--- src/rtl/div_pkg.sv ---
// Shared types and helpers for the sequential signed divider.
package div_pkg;

    localparam int WIDTH_DEF = 64;

    typedef enum logic [1:0] {
        S_IDLE  = 2'd0,
        S_ITER  = 2'd1,
        S_FIXUP = 2'd2,
        S_DONE  = 2'd3
    } state_t;

    // Unsigned magnitude of a two's-complement value; the most negative value maps to 2^(N-1).
    function automatic logic [WIDTH_DEF-1:0] abs_mag(input logic [WIDTH_DEF-1:0] v);
        return v[WIDTH_DEF-1] ? (~v + 1'b1) : v;
    endfunction

endpackage

--- src/rtl/div_step.sv ---
// One restoring shift-subtract iteration on the {hi, lo} work register.
module div_step
    import div_pkg::*;
#(
    parameter int WIDTH = WIDTH_DEF
) (
    input  logic [WIDTH-1:0] i_hi,
    input  logic [WIDTH-1:0] i_lo,
    input  logic [WIDTH-1:0] i_divisor,
    output logic [WIDTH-1:0] o_hi,
    output logic [WIDTH-1:0] o_lo
);

    logic [WIDTH:0]   w_t;
    logic [WIDTH-1:0] w_hi_sel;
    logic             w_fits;

    assign w_t      = {1'b0, i_hi} - {1'b0, i_divisor};
    assign w_fits   = ~w_t[WIDTH];
    assign w_hi_sel = w_fits ? w_t[WIDTH-1:0] : i_hi;

    // The quotient bit enters at the LSB as the register shifts left.
    assign {o_hi, o_lo} = ({w_hi_sel, i_lo} << 1) | {{(2*WIDTH-1){1'b0}}, w_fits};

endmodule

--- src/rtl/div_sequencer.sv ---
// Multi-cycle signed divider: one restoring step per clock, valid/ready on both sides.
//  state | meaning
//  IDLE  | waiting for operands, in_ready high
//  ITER  | one shift-subtract step per edge, count runs WIDTH-1 down to 0
//  FIXUP | apply sign / divide-by-zero rule, load result registers
//  DONE  | result held until out_ready
module div_sequencer
    import div_pkg::*;
#(
    parameter int WIDTH = WIDTH_DEF
) (
    input  logic             i_clk,
    input  logic             i_rst,
    input  logic             i_in_valid,
    output logic             o_in_ready,
    input  logic [WIDTH-1:0] i_a,
    input  logic [WIDTH-1:0] i_b,
    output logic             o_out_valid,
    input  logic             i_out_ready,
    output logic [WIDTH-1:0] o_quotient,
    output logic [WIDTH-1:0] o_remainder,
    output logic             o_div_by_zero
);

    localparam int CW = $clog2(WIDTH);

    state_t             r_state, w_state_nxt;
    logic [2*WIDTH-1:0] r_work;
    logic [CW-1:0]      r_count;
    logic               r_neg, r_dz;
    logic [WIDTH-1:0]   r_b_mag;
    logic [WIDTH-1:0]   r_quot, r_rem;
    logic               r_dz_out, r_out_valid;

    logic [WIDTH-1:0]   w_a_mag, w_b_mag, w_hi_nxt, w_lo_nxt, w_lo;
    logic               w_b_zero;

    // Magnitudes are taken at full package width; WIDTH never exceeds WIDTH_DEF.
    assign w_a_mag  = WIDTH'(abs_mag(WIDTH_DEF'($signed(i_a))));
    assign w_b_mag  = WIDTH'(abs_mag(WIDTH_DEF'($signed(i_b))));
    assign w_b_zero = (i_b == '0);
    assign w_lo     = r_work[WIDTH-1:0];

    div_step #(.WIDTH(WIDTH)) u_step (
        .i_hi      (r_work[2*WIDTH-1:WIDTH]),
        .i_lo      (w_lo),
        .i_divisor (r_b_mag),
        .o_hi      (w_hi_nxt),
        .o_lo      (w_lo_nxt)
    );

    always_ff @(posedge i_clk) begin
        if (i_rst) r_state <= S_IDLE;
        else       r_state <= w_state_nxt;
    end

    always_comb begin
        w_state_nxt = r_state;
        unique case (r_state)
            S_IDLE:  if (i_in_valid) w_state_nxt = w_b_zero ? S_FIXUP : S_ITER;
            S_ITER:  if (r_count == '0) w_state_nxt = S_FIXUP;
            S_FIXUP: w_state_nxt = S_DONE;
            S_DONE:  if (i_out_ready) w_state_nxt = S_IDLE;
            default: w_state_nxt = S_IDLE;
        endcase
    end

    always_ff @(posedge i_clk) begin
        if (i_rst) begin
            r_work      <= '0;
            r_count     <= '0;
            r_neg       <= 1'b0;
            r_dz        <= 1'b0;
            r_b_mag     <= '0;
            r_quot      <= '0;
            r_rem       <= '0;
            r_dz_out    <= 1'b0;
            r_out_valid <= 1'b0;
        end else begin
            unique case (r_state)
                S_IDLE: if (i_in_valid) begin
                    r_neg   <= i_a[WIDTH-1] ^ i_b[WIDTH-1];
                    r_b_mag <= w_b_mag;
                    r_work  <= {{WIDTH{1'b0}}, w_a_mag} << 1;
                    r_count <= CW'(WIDTH-1);
                    r_dz    <= w_b_zero;
                end
                S_ITER: begin
                    r_work  <= {w_hi_nxt, w_lo_nxt};
                    r_count <= r_count - CW'(1);
                end
                S_FIXUP: begin
                    // On divide-by-zero the work register still holds |a| << 1.
                    if (r_dz) begin
                        r_quot <= '1;
                        r_rem  <= r_work[WIDTH:1];
                    end else begin
                        r_quot <= r_neg ? (~w_lo + 1'b1) : w_lo;
                        r_rem  <= {1'b0, r_work[2*WIDTH-1:WIDTH+1]};
                    end
                    r_dz_out    <= r_dz;
                    r_out_valid <= 1'b1;
                end
                S_DONE: if (i_out_ready) r_out_valid <= 1'b0;
                default: ;
            endcase
        end
    end

    assign o_in_ready    = (r_state == S_IDLE);
    assign o_out_valid   = r_out_valid;
    assign o_quotient    = r_quot;
    assign o_remainder   = r_rem;
    assign o_div_by_zero = r_dz_out;

endmodule

--- config.mk ---
export PLATFORM = sky130hd
export DESIGN_NAME = div_sequencer
export DESIGN_NICKNAME = d
export VERILOG_FILES = /design/src/rtl/div_pkg.sv /design/src/rtl/div_step.sv /design/src/rtl/div_sequencer.sv
export SDC_FILE = /design/constraint.sdc
export NUM_CORES = 1
export LEC_CHECK = 0
export ABC_AREA = 0
export CORE_UTILIZATION = 50
export DETAILED_ROUTE_END_ITERATION = 10
export GPL_TIMING_DRIVEN = 0
export PLACE_DENSITY = 0.82
export SLEW_MARGIN = 20
export SYNTH_ARGS = -nofsm -noshare
export SYNTH_HDL_FRONTEND = slang
export SYNTH_HIERARCHICAL = 1
export SYNTH_SLANG_ARGS = --single-unit
export TNS_END_PERCENT = 50
--- constraint.sdc ---
create_clock -name i_clk -period 10 [get_ports i_clk]
set_input_delay 2 -clock i_clk [delete_from_list [all_inputs] [get_ports i_clk]]
set_output_delay 2 -clock i_clk [all_outputs]
set_load 0.02 [all_outputs]
* After elaboration in Yosys (flattened, before gate mapping)
Index checks and enable logic that the tools add are counted. Widths: inputs -> output; s select.
Storage, ports and cells: register bits after elaboration 332, word-level logic and storage cells 53
Cells by class: add/sub/neg operators 5, eq/ne operators 6, mux-type cells 17, bitwise operators 6, reductions and logical operators 9
Operator list (number):
- $mux 64 | 5
- $pmux 128 s2 | 1
- $add 64x1->64 const B | 3
- $not 64->64 | 3
- $mux 128 | 1
- $or 128x1->128 | 1
- $sub 64x64->65 | 1
- $logic_not 64->1 | 1
- $mux 63 | 1
- $pmux 6 s2 | 1
- $mux 2 | 4
- $pmux 2 s4 | 1
- $logic_not 6->1 | 1
- $mux 6 | 1
- $ne 2x2->1 const B | 3
- $reduce_and 2->1 | 3
- $sub 6x1->6 const B | 1
- $eq 2x2->1 const B | 2
- $reduce_bool 2->1 | 2
- $reduce_and 3->1 | 1
- $eq 2x1->1 const B | 1
- $logic_not 2->1 | 1
- $pmux 1 s2 | 1
- $mux 1 | 1
- 2 further kinds | 2

* Longest topological paths before layout
word-level depth 5, gate-level depth with buffers 18

* Modules after synthesis
Netlist, hierarchy kept.
Modules (own cells, without submodules):
- div_sequencer | times used 1, cells each 2062, area each 17155.2 um^2, sequential area each 6646.4 um^2
- div_step | times used 1, cells each 827, area each 5175.0 um^2, sequential area each 0.0 um^2

* Worst setup path after synthesis
Ideal clock, no wire load.
kind input -> register, start point input i_a[0], end point register r_work[49], setup time 0.095 ns, data arrival time 4.377 ns, data required time 9.905 ns, path slack 5.527 ns, stages on the path 9, buffers on the path 1, path through inv_1 -> ha_1 -> or4b_2 -> nor4_1 -> nand4bb_1 -> clkbuf_1 -> o41ai_1 -> xor2_1 -> a221oi_1
On the way: word-level cells in the longest chain between the ends 5
RTL lines:
- from (decl) | line div_sequencer.sv:16 | input logic [WIDTH-1:0] i_a,
- $not 64->64 | line div_pkg.sv:15 | return v[WIDTH_DEF-1] ? (~v + 1'b1) : v;
- $add 64x1->64 | line div_pkg.sv:15
- $mux 64 | line div_pkg.sv:15
- $mux 128 | line div_sequencer.sv:81 | S_IDLE: if (i_in_valid) begin
- $pmux 128 s2 | line div_sequencer.sv:80 | unique case (r_state)
- to (signal assigned) | line div_sequencer.sv:84 | r_work <= {{WIDTH{1'b0}}, w_a_mag} << 1;
- to (signal assigned) | line div_sequencer.sv:89 | r_work <= {w_hi_nxt, w_lo_nxt};
- to (decl) | line div_sequencer.sv:28 | logic [2*WIDTH-1:0] r_work;
No other way between the ends. The select of a mux whose other input is x is not followed. A chain may end at the register's enable or synchronous reset.

* Worst setup path after layout
Ends and elaborated chain as after synthesis.

==> summary.md <==
• yes — CTS tree
• sky130_fd_sc_hd__dfxtp_1 — prevailing post-synth register cell
• false — setup repair after global routing missed its margin
• 4796 ps — post-layout worst setup margin
• 0 — number of violations of the max-capacitance limit
• 0 — number of buffers inserted for hold repair after clock tree synthesis
• 45510 um^2 — Die Outline Area
• 0.009725 uW — Pleak
• sky130_fd_sc_hd__dfxtp_1, sky130_fd_sc_hd__xor2_1, sky130_fd_sc_hd__nor2_1 — synth top area cells
• 0.06003 — share of cells above drive strength 1
• 0.5204 — share of the cycle needed by the critical path after routing
• 2889 — gate count of the mapped netlist
• register — kind of end point of the critical path
• 60 ps — clock slew seen by the registers of the worst setup and hold paths
• input pin — critical path startpoint category
• 38 — total clock buffers created by CTS
• 10470 ps — critical path required time
• 0.2976 — sequential share of the synthesized area
• 213.3 um — floorplan die width
• 0 — proportion of register bits with asynchronous set or reset after synthesis
• 0.1826 — worst slew margin relative to its limit
• 332 — number of storage elements in the synthesis netlist
• 192.2 MHz — upper clock frequency limit
• 3396 — Layout Nets
• 0.2976 — share of Yosys cell area claimed by the top area cell type
• r_work[64]$_SDFFE_PP0P_ — launch point of the worst reg-to-reg path
• 0 — post-CTS sizing
• 7 — first-pass iteration count of the detailed router
• 6 — Yosys Warn Count
• 0.5061 — initial standard-cell utilization of the core
• clkdlybuf4s50_1, inv_1, ha_1, or4b_2, nor4_1, nand4bb_1, clkbuf_1, o41ai_1, xor2_1, a221oi_1 — worst path cell trace
• 7.729 um^2 — Post-Syn Area per Cell
• 263 — count of pins on the block boundary
• 0 — Final Hold Violating Endpoints
• 2 — number of antenna violations at the first check in global routing
• 0 — total of endpoints with negative setup slack in the final report
• 127400 um — first-pass GRT wire length
• sky130_fd_sc_hd__nor4_1 — cell with the largest stage delay on the worst path
• 0 ps — Total Negative Setup Slacks
• 77 — row count
• 23300 — vias after detailed routing
• 2 — number of H-tree levels
• 0.0001470 V — worst vdd ir
• register to register — class of the worst hold path
• 253.0 nW/um^2 — Cell Pwr Density
• 20.80% — growth of design area from synthesis to finish
• 29.06 ps — final clock skew
• 22.72 um — routed wire length per instance
• 580 ps — later-pin clock latency in the skew report
• 5204 ps — final critical delay including setup and external delays
• sky130_fd_sc_hd__nor2_1, sky130_fd_sc_hd__dfxtp_1, sky130_fd_sc_hd__nand2_1 — top cells by count, synth
• 44120 um^2 — total core area
• i_a[0] — worst setup path startpoint
• 0 — number of flops mapped to enable cells by yosys
• 10 — CP max FO
• 261 — count of buffers from port buffering
• 6.119 — mean number of vias per cell
• 213.3 um — Die Height
• 15 — maximum number of pins on one net before global-route repair
• 5670 ps — arrival time reported for the critical path endpoint
• 3095 — net count of the mapped netlist
• 0 — number of pins with negative max-slew slack in the final report
• finished clean — result of the run
• 780 ps — delay of the slowest cell on the worst path
• 26980 um^2 — final standard cell area without fillers
• sky130_fd_sc_hd__dfxtp_1 — cell type with the largest total area after synthesis
• 86 — distinct cell type count of the synthesized netlist
• 3 — maximum root-to-sink buffer count
• 0 — Final ANT Viol Nets
• 69490 um — post-detail-place hpwl
• 332 — number of clock sinks seen by CTS
• 0 — global-route congestion overflow total
• sky130_fd_sc_hd__nor2_1 — top-count cell post-synth
• 1916 — first-iteration detailed-routing DRC count
• 86500 um — drt total wl
• 21930 — via count of the first global-routing pass
• 1.060 — GPL Wtd Cong
• 0.3679 — global router's overall resource usage
• r_b_mag[62]$_SDFFE_PP0P_ — hold_sp
• 0 — Post-route DRC
• 1226 ps — transition time of the tightest slew-check pin
• 4160 ps — pre-CTS setup slack
• 0 — Setup Buffers After CTS
• sky130_fd_sc_hd__clkbuf_16 — CTS Root Cell
• input pin to register — Setup Crit Path Kind
• 22330 um^2 — Mapped Area
• 25680 um^2 — instance area at placement
## where the power goes
| part | internal (uW) | switching (uW) | leakage (uW) | total [uW] |
|---|---|---|---|---|
| combinational | 1260 | 2020 | 0.00639 | 3270 |
| clock | 868 | 583 | 0.000618 | 1450 |
| sequential | 1680 | 416 | 0.00271 | 2100 |
## final cells by class
cell class                 count  area, um^2
fill                        4054       17150
multi-input combinational   2182       13970
sequential                   332        6646
timing repair buffer         261        2613
buffer                       274        1338
clock buffer                  50        1087
tap                          592       740.7
inverter                     101       379.1
clock inverter                15       195.2
antenna                        1       2.502
## metal layers
metal  vias to the layer above  part of all wire  track usage
met5                         -           0.00017            0
met4                         2             0.058       0.2153
met3                       261             0.077      0.04877
met2                      1148              0.46       0.6085
met1                     10840              0.40       0.4586
li1                      11050                 -            -
## worst paths after layout
path | to | slack, ps | depth (start not counted)
max | r_work[49]$_SDFFE_PP0P_ | 4800 | 10
max reg2reg | r_work[125]$_SDFFE_PP0P_ | 5750 | 17
min reg2reg | r_b_mag[62]$_SDFFE_PP0P_ | 450 | 2
min | r_b_mag[62]$_SDFFE_PP0P_ | 450 | 2
## critical path: cells and delay by family
family,cells,cell delay [ps]
simple gates,3,1650
compound gates,2,810
xor+xnor,1,130
buf+inv,3,890
fa+ha+maj,1,180
## cells by family (layout without fill, tap and decap cells)
kind of cell,count (synthesis),count (layout),synth area share
DFF,332,332,0.2976
AOI/OAI and AO/OA,857,857,0.2603
other,0,1,0
adders and majority gates,74,74,0.04180
muxes,73,73,0.03295
buffers and inverters,375,701,0.07682
and+or+nand+nor,955,955,0.2031
xor gates and xnor gates,223,223,0.08747
## state kept, by name (all words and copies together) (netlist names)
signal / flops
o_out_valid: 1
r_b_mag: 64
o_quotient: 64
r_work: 128
o_remainder: 64
r_state: 2
r_count: 6
o_div_by_zero: 1
r_dz: 1
r_neg: 1
## through the flow
stage	instances	power [uW]	hold slack, ps	util
2_1_floorplan	2889	4036	425.0	-
3_3_place_gp	3742	5226	437.6	0.5821
3_5_place_dp	3742	5310	442.2	0.5821
4_1_cts	3807	6757	449.9	0.6111
5_1_grt	3808	7156	471.9	0.6114
6_report	3808	6825	449.6	0.6114
## cell usage in the layout (no fill, tap or decap), types with 53 or more instances in the layout
master and n:
sky130_fd_sc_hd__a21oi_1 162, sky130_fd_sc_hd__or3_1 53, sky130_fd_sc_hd__nand2_1 208, sky130_fd_sc_hd__clkdlybuf4s50_1 261, sky130_fd_sc_hd__inv_1 100, sky130_fd_sc_hd__mux2i_1 69, sky130_fd_sc_hd__nor2_1 386, sky130_fd_sc_hd__a22oi_1 66
sky130_fd_sc_hd__o31ai_1 56, sky130_fd_sc_hd__a211oi_1 181, sky130_fd_sc_hd__clkbuf_1 185, sky130_fd_sc_hd__dfxtp_1 332, sky130_fd_sc_hd__buf_4 68, sky130_fd_sc_hd__xor2_1 171, sky130_fd_sc_hd__ha_1 73, sky130_fd_sc_hd__o21ai_0 158
(Power assumes the default switching activity.)
==> patch, RTL diff (config.mk and constraints unchanged) <==
The package constant `WIDTH_DEF` goes from 64 to 32.
--- a/src/rtl/div_pkg.sv
+++ b/src/rtl/div_pkg.sv
@@ -2,5 +2,5 @@
 package div_pkg;
 
-    localparam int WIDTH_DEF = 64;
+    localparam int WIDTH_DEF = 32;
 
     typedef enum logic [1:0] {
Interface: changed (resized i_a, i_b, o_quotient and o_remainder); port bits go from 263 to 135. No check against the original RTL was run, so the function may have changed too.
==> patch against the original RTL <==
- first-iteration DRC count fell by 40%
- die area shrank 50%
- sequential cell count fell by 161
- routed wire length decreased by 61%
- setup slack gained 940 ps
- final area is 51% lower
- power fell by 47%
- synthesized area down 51%
- largest cell class unchanged
==> patch: results (changes against the original RTL) <==
| Metric | Value |
|---|---|
| Status | complete, no violations |
| Avg WL per Cell | 18.5 um (-18%) |
| Largest cells by area after synthesis | dfxtp_1, xor2_1, a211oi_1, nor2_1, ha_1 |
| Max clock buf depth | 2 (-1) |
| Max reg flops | 64 (-50%) |
| Layout Nets | 1,637 (-52%) |
| Reg clk slew, reported paths | 80 ps (+20 ps) |
| Antenna cells | 0 (-1) |
| VDD IR-drop max | 0.000189 V (+29%) |
| Slowest Stage Delay on Critical Path | 500 ps (-280 ps) |
| H-tree depth | 4 (+2) |
| RePlAce Congestion | 0.929 (-12%) |
| Worst skew pair latency | 440 ps (-140 ps) |
| Routed WL | 33,700 um (-61%) |
| Drt first pass iters | 6 (-1) |
| Initial DRC Count | 1,145 (-40%) |
| Pin count of the biggest net entering global routing | 18 (+3) |
| Top cells by count, synth | dfxtp_1, nor2_1, nand2_1 |
| Mapped Nets | 1,486 (-52%) |
| Fillers | 1,840 (-55%) |
| Initial antenna violation count | 0 (-2) |
| Number of CTS-inserted buffers | 17 (-55%) |
| Placed cells | 1,784 (-52%) |
| Share of cells above drive strength 1 | 7.14% (+1.1 points) |
| Setup Skew | 13.5 ps (-15.6 ps) |
## patch: cell count changes after synthesis, moves of 35 or more
cell,unedited run,this run
a21oi_1,162,55
xor2_1,171,85
o21ai_0,158,77
dfxtp_1,332,171
clkbuf_1,182,86
a211oi_1,181,91
nand2_1,208,104
nor2_1,386,158
inv_1,100,54
buf_4,68,33
## patch: cell families after synthesis
kind of cell    Yosys count  share of synthesized area, %
mux                      44                          4.06
flops                   171                          31.0
fa+ha+maj                41                          4.71
simple gates            404                          17.1
buf+inv                 191                          7.78
compound gates          421                          27.0
xor+xnor                105                          8.33
## patch: final timing paths
kind / from / end / slack [ps] / cells after the start
setup / recovery: i_a[3] / r_work[17] / 5740 / 7
hold / removal: r_b_mag[30] / r_b_mag[30] / 460 / 2
setup reg to reg: r_work[32] / r_work[60] / 6680 / 14
hold reg to reg: r_b_mag[30] / r_b_mag[30] / 460 / 2
## patch: final cells by class
class                           count  area [um^2]  share of cell area [%]
Multi-Input combinational cell   1015         6760                    50.8
Sequential cell                   171         3420                    25.7
Timing Repair Buffer              132         1320                    9.93
Buffer                            136          652                    4.90
Clock buffer                       17          425                    3.20
Tap cell                          275          344                    2.59
Inverter                           55          206                    1.55
Clock inverter                     15          175                    1.32
## patch: metrics by stage
stage	area (um^2)	setup slack, ps	hold WS [ps]	power (mW)	utilization, %
2_1_floorplan	11000	6130	425	2.24	-
3_3_place_gp	12700	5460	440	2.81	59.5
4_1_cts	13300	5770	455	3.55	62.3
3_5_place_dp	12700	5310	447	2.86	59.5
5_1_grt	13300	5510	470	3.80	62.3
6_report	13300	5740	456	3.59	62.3
## patch: where the power goes
group / leakage, nW / switching [mW] / internal, mW
registers: 1.40 / 0.197 / 0.874
clock network: 0.291 / 0.309 / 0.377
logic: 3.16 / 1.11 / 0.722
## patch: worst reg2reg max path: stages, from the launching register on
cell      delay [ps]
dfxtp_1          410
inv_1             80
ha_1             280
fa_1             420
nand2b_1         190
a21oi_2          250
o31ai_4          130
a211oi_1         350
nand3b_4         250
a21oi_4          100
buf_2            240
nor2b_1          170
a31oi_1          200
a22oi_1           90
nor2_1           100
## patch: metal layers
layer	up-vias	track usage [%]	part of all wire, %
met4	0	14.6	4.0
met1	5240	39.0	42
met5	-	0	0
li1	5270	-	-
met3	93	5.61	8.8
met2	573	47.4	45
